==> src/rtl/lfsr_rng.sv <==
// lfsr_rng: XNOR-feedback LFSR with a rejection-sampling draw FSM returning values in 0..RANGE-1
module lfsr_rng #(
  parameter int               WIDTH     = 16,
  parameter logic [WIDTH-1:0] TAPS      = 16'hB400,
  parameter int               OUT_W     = 4,
  parameter int               RANGE     = 9,
  parameter int               MAX_TRIES = 8,
  parameter int               NO_REPEAT = 0
) (
  input  logic             clock,
  input  logic             reset,
  input  logic             enable,
  input  logic             seed_load,
  input  logic [WIDTH-1:0] seed,
  input  logic             req,
  input  logic             ack,
  output logic             ready,
  output logic             valid,
  output logic [OUT_W-1:0] value,
  output logic             fallback,
  output logic [WIDTH-1:0] state
);
  localparam int TW = $clog2(MAX_TRIES + 1);
  localparam logic [OUT_W:0] LIM = (OUT_W + 1)'(RANGE);
  typedef enum logic [1:0] {IDLE, DRAW, DONE} st_t;
  st_t st, st_nx;
  logic [TW-1:0] tries;
  logic has_prev;
  logic [OUT_W-1:0] cand;
  logic fb, rep, rej, last;
  assign fb = ~^(state & TAPS);
  assign cand = state[OUT_W-1:0];
  assign rep = (NO_REPEAT != 0) && (RANGE > 1) && has_prev && (cand == value);
  assign rej = ({1'b0, cand} >= LIM) || rep;
  assign last = tries == TW'(MAX_TRIES - 1);
  assign ready = st == IDLE;
  assign valid = st == DONE;
  // FSM state register
  always_ff @(posedge clock or posedge reset)
    if (reset) st <= IDLE;
    else st <= st_nx;
  // next-state: idle waits for req, draw ends on accept or exhausted tries, done waits for ack
  always_comb begin
    st_nx = st;
    case (st)
      IDLE: st_nx = req ? DRAW : IDLE;
      DRAW: st_nx = (!rej || last) ? DONE : DRAW;
      DONE: st_nx = ack ? IDLE : DONE;
      default: st_nx = IDLE;
    endcase
  end
  // LFSR: seed load wins, then advance on free-run or while drawing; all-ones seed maps to zero
  always_ff @(posedge clock or posedge reset)
    if (reset) state <= '0;
    else if (seed_load) state <= (&seed) ? '0 : seed;
    else if (enable || st == DRAW) state <= {state[WIDTH-2:0], fb};
  // draw datapath: try counter, captured value, fallback flag and repeat-tracking flag
  always_ff @(posedge clock or posedge reset)
    if (reset) begin
      tries    <= '0;
      value    <= '0;
      fallback <= 1'b0;
      has_prev <= 1'b0;
    end else begin
      if (st == IDLE && req) tries <= '0;
      if (st == DRAW) begin
        if (!rej) begin
          value    <= cand;
          fallback <= 1'b0;
        end else if (last) begin
          value    <= '0;
          fallback <= 1'b1;
        end else tries <= tries + TW'(1);
      end
      if (st == DONE && ack) has_prev <= 1'b1;
    end
endmodule
==> config.mk <==
export PLATFORM = sky130hd
export DESIGN_NAME = lfsr_rng
export DESIGN_NICKNAME = d
export VERILOG_FILES = /design/src/rtl/lfsr_rng.sv
export SDC_FILE = /design/constraint.sdc
export NUM_CORES = 1
export LEC_CHECK = 0
export ABC_AREA = 1
export CAP_MARGIN = 25
export CORE_ASPECT_RATIO = 1.1
export CORE_UTILIZATION = 45
export DETAILED_ROUTE_END_ITERATION = 8
export PLACE_DENSITY = 0.77
export SYNTH_ARGS = -nofsm -noshare
export SYNTH_HDL_FRONTEND = slang
export SYNTH_SLANG_ARGS = --single-unit
==> constraint.sdc <==
create_clock -name clock -period 1.86 [get_ports clock]
set_input_delay 0.279 -clock clock [delete_from_list [all_inputs] [get_ports clock]]
set_output_delay 0.279 -clock clock [all_outputs]
set_load 0.03 [all_outputs]
### After elaboration in Yosys (flattened, before gate mapping)

Index checks and enable logic that the tools add are counted.

* add/sub/neg operators: 1
* multipliers: 0
* divide/modulo/power cells: 0
* order comparisons: 1
* eq/ne operators: 4
* shift operators: 0
* muxes and demuxes: 15
* bitwise gates (word level): 0
* reduce and logical (&&, ||, !) cells: 9

Operator list (number)
* 16-bit 2-to-1 mux: 3
* 4-bit 2-to-1 mux: 6
* 16-bit AND reduction: 1
* 16-bit XNOR reduction: 1
* 2-bit case mux with 3 select lines: 1
* 4-bit by 1-bit adder with 4-bit output (second input constant): 1
* 4-bit by 3-bit == test with 1-bit output (second input constant): 1
* 4-bit >= comparator (second input constant): 1
* 2-bit 2-to-1 mux: 2
* 1-bit 2-to-1 mux: 3
* 2-bit by 1-bit == test with 1-bit output (second input constant): 1
* 2-bit == test (second input constant): 1
* 2-bit logical NOT: 1
* 1-bit logical OR: 2
* 2-bit by 1-bit != test with 1-bit output (second input constant): 1
* 2-bit AND reduction: 1
* 2-bit nonzero test: 1
* 1-bit logical AND: 1
* 1-bit logical NOT: 1

* register bits after elaboration: 27
* latch bits: 0
* RAM bits: 0
* bits in read-only memories: 0
* input port bits: 22
* output and inout port bits: 23
* word-level logic and storage cells: 35
* memories kept: 0

### Logic depth before layout (Yosys ltp)

* depth in word-level cells: 6
* gate-level depth with buffers: 8
* gate-level depth less buffers: 8

### Worst setup path before layout

Ideal clock, no wire load.

* path kind: register to register
* start: reg state[2]
* end: reg st[1]
* library setup time: 0.144 ns
* data arrival time: 1.237 ns
* required time: 1.716 ns
* slack: 0.479 ns
* stages on the path, launching flop included: 6
* period minus slack after synthesis: 1.381 ns
* cell sequence: dfrtp_1 nor2_1 nand2_1 nand2_1 o21ai_1 o31ai_1

* longest elaborated chain between the ends: 5

RTL lines
* from (decl): RTL line 21 `output logic [WIDTH-1:0] state`
* from (signal assigned): RTL line 55 `else if (seed_load) state <= (&seed) ? '0 : seed;`
* from (signal assigned): RTL line 56 `else if (enable || st == DRAW) state <= {state[WIDTH-2:0], fb};`
* 4-bit >= comparator: RTL line 34 `assign rej = ({1'b0, cand} >= LIM) || rep;`
* 1-bit logical NOT
* 1-bit logical OR: RTL line 47 `DRAW: st_nx = (!rej || last) ? DONE : DRAW;`
* 2-bit 2-to-1 mux: RTL line 47
* 2-bit case mux with 3 select lines: RTL line 45 `case (st)`
* named net st_nx[1]: RTL line 26 `st_t st, st_nx;`
* to (signal assigned): RTL line 41 `else st <= st_nx;`
* to (decl): RTL line 26

The timed path passes the listed nets, and every way through them passes these cells.
A chain may end at the register's enable or synchronous reset.

### Worst setup path after layout

* start: reg state[10]
* end: out state[10]

No word-level cell between the ends.

==> impl_metrics.json <==
{
  "grt_use_total_pct": 19.8,
  "crit_family": "buffers and inverters",
  "gp_congestion": 0.758,
  "clk_pin_slew_worst_paths_ns": 0.14,
  "holdBufCountCts": 0,
  "synth_seq_cells": 27,
  "run_status": "finished, violations left",
  "wl_per_cell_um": 11.1,
  "initialDrtViolationCount": 51,
  "cp-start-kind": "register",
  "yosysTopAreaCell": "dfrtp_1",
  "crit_buf_inv": 1,
  "synth-edff-count": 0,
  "hold_viol": 0,
  "synth_top_family_by_area": "simple AND/OR/NAND/NOR gates",
  "max_cap_violations": 0,
  "numCtsBuffers": 3,
  "antenna_found_initial": 0,
  "dr_wl_met2_mm": 1.48,
  "drive_above_1_share_pct": 4.05,
  "grt_pass1_wl_mm": 5.60,
  "crit_chain": "clkdlybuf4s50_1",
  "cp_max_fo": 6,
  "synthMuxAreaShare_pct": 0,
  "die_x_um": 57.3,
  "antenna_cells": 0,
  "hold_path_class": "in -> async",
  "nets": 271,
  "setup_ws_ns": 0.0770,
  "dr.pass1.iters": 7,
  "synth_adder_area_share_pct": 0.826,
  "yosys-top-cells-area": "dfrtp_1 45%, nand2_1 15%, a21oi_1 10%, nor2_1 7.7%, o21bai_1 7.4%",
  "cts.sinks": 27,
  "place.port_buffers": 44,
  "async_reset_ff_share_pct": 100,
  "synth_cells": 203,
  "grt_overflow": 0,
  "tns_ns": 0,
  "tightest_slew_ns": 0.490,
  "viasPerCell": 5.09,
  "synth_most_common_cell": "nand2_1",
  "leakagePower_nw": 0.926,
  "setup_viol_count_final": 0,
  "clock_path_buffers": 2,
  "synth_xor_area_share_pct": 0.579,
  "cp.required_ns": 1.58,
  "die_h_um": 62.8,
  "failed_checks": "design-rule violations",
  "met1Wirelength_mm": 1.50,
  "max-vdd-ir-drop_v": 0.000492,
  "synth_flop_cell": "dfrtp_1",
  "fillers": 278,
  "rsz0062_at_grt": "false",
  "die-area_um2": 3600,
  "slowest_delay_ns": 0.71,
  "p_per_area_nw_per_um2": 1270,
  "end_kind": "primary output",
  "finalCritPeriodShare_pct": 95.9,
  "htreeDepth": 1,
  "dp.final_hpwl_mm": 2.39,
  "synth_area_um2": 1510,
  "synthTopCellsByCount": "60 x nand2_1, 31 x a21oi_1, 31 x nor2_1",
  "path_class": "reg -> out",
  "slew_headroom_pct": 67.3,
  "syn_nets": 226,
  "via_count": 1430,
  "grt_max_degree": 28,
  "cp_data_arrival_time_ns": 1.50,
  "yosysSeqAreaShare_pct": 44.6,
  "fin_crit_ns": 1.78,
  "initial_core_util_pct": 48.4,
  "ys.warnings.count": 0,
  "clk_latency_ns": 0.32,
  "ant_nets": 0,
  "synth_area_per_cell_um2": 7.46,
  "cts_root_buffer": "clkbuf_4",
  "cpMaxStageDelayCell": "clkdlybuf4s50_1",
  "final_max_slew_viol_count": 0,
  "grt_pass1_vias": 1340,
  "std_cell_rows": 21,
  "synth_cell_types": 19,
  "skew_ns": 0.00348,
  "cts_tree": "built",
  "synth_compound_area_share_pct": 19.5,
  "wl_met3_um": 98,
  "fmax_mhz": 561,
  "highest_layer": "met4",
  "dp_slack_ns": 0.0811,
  "area_growth_pct": 31.7,
  "ios": 45,
  "core_um2": 3130,
  "drc": 5,
  "routed_wirelength_mm": 3.13,
  "synth_top_cell_area_share_pct": 44.6,
  "synth-simple-area-share_pct": 28.1
}
[repair_timing]
item / CTS / global route
setup endpoints to repair: 2 / 1
gates resized for setup: 2 / 1
pin swaps: 0 / 0
buffers inserted: 0 / 0
[layout by cell type, fill, tap and decap left out]
cell type        count
a21oi_1             31
buf_4                3
clkbuf_1             1
clkbuf_4             3
clkdlybuf4s50_1     41
dfrtp_1             27
dlygate4sd2_1        2
dlymetal6s2s_1       1
ha_1                 1
inv_1               11
inv_2                1
nand2_1             60
nand3_1             10
nor2_1              31
nor2_4               1
nor3_4               1
o21ai_0              3
o21ai_1              1
o21bai_1            15
o31ai_1              1
or2_2                1
xor2_1               1
[cell families after synthesis]
family | Yosys count
flip-flops | 27
adder cells (fa/ha/maj) | 1
AND/OR/NAND/NOR | 104
buffers and inverters | 19
XOR/XNOR | 1
AO/OA/AOI/OAI | 51
[sequential cells by signal, indices dropped and copies added, names as in the netlist]
| register | cells |
|---|---|
| st | 2 |
| state | 16 |
| value | 4 |
| fallback | 1 |
| tries | 4 |
[metal layers]
metal	up-vias	GRT usage, %
li1	748	-
met1	641	26.5
met2	37	32.4
met3	4	2.07
met4	0	8.23
met5	-	0
[final timing paths]
check | from | to | slack, ns | cells past startpoint
setup / recovery | state[10]$_DFFE_PP0P_ | state[10] | 0.08 | 1
hold / removal | reset | state[7]$_DFFE_PP0P_ | 0.30 | 3
setup reg to reg | tries[0]$_DFF_PP0_ | st[1]$_DFF_PP0_ | 0.39 | 5
hold reg to reg | value[1]$_DFFE_PP0P_ | value[1]$_DFFE_PP0P_ | 0.49 | 2
max in group asynchronous | reset | st[1]$_DFF_PP0_ | 1.31 | 3
min in group clock | value[1]$_DFFE_PP0P_ | value[1]$_DFFE_PP0P_ | 0.49 | 2
[final cells by class]
cell class              count  area [um^2]  area share (%)
well taps                  34         42.5            2.13
clock buffers               4         26.3            1.32
flip-flops and latches     27          676            33.9
multi-input cells         157          742            37.2
repair buffers             47          463            23.2
inverters                  12         45.0            2.26
[stage by stage]
stage	total power, mW	instance area, um^2	utilization, %	hold slack, ns	cells
after floorplan	1.81	1510	-	0.332	203
after global placement	2.30	1970	62.9	0.454	277
after detailed placement	2.32	1970	62.9	0.459	277
after CTS	2.55	1990	63.7	0.318	281
after global routing	2.72	1990	63.8	0.310	281
final	2.53	1990	63.8	0.305	281
[where the power goes]
group	leakage [nW]	internal, mW	switching [mW]
clock	0.0150	0.0840	0.169
combinational	0.582	0.526	0.768
sequential	0.329	0.787	0.194
Note: power is estimated with default switching activity, not from simulation.
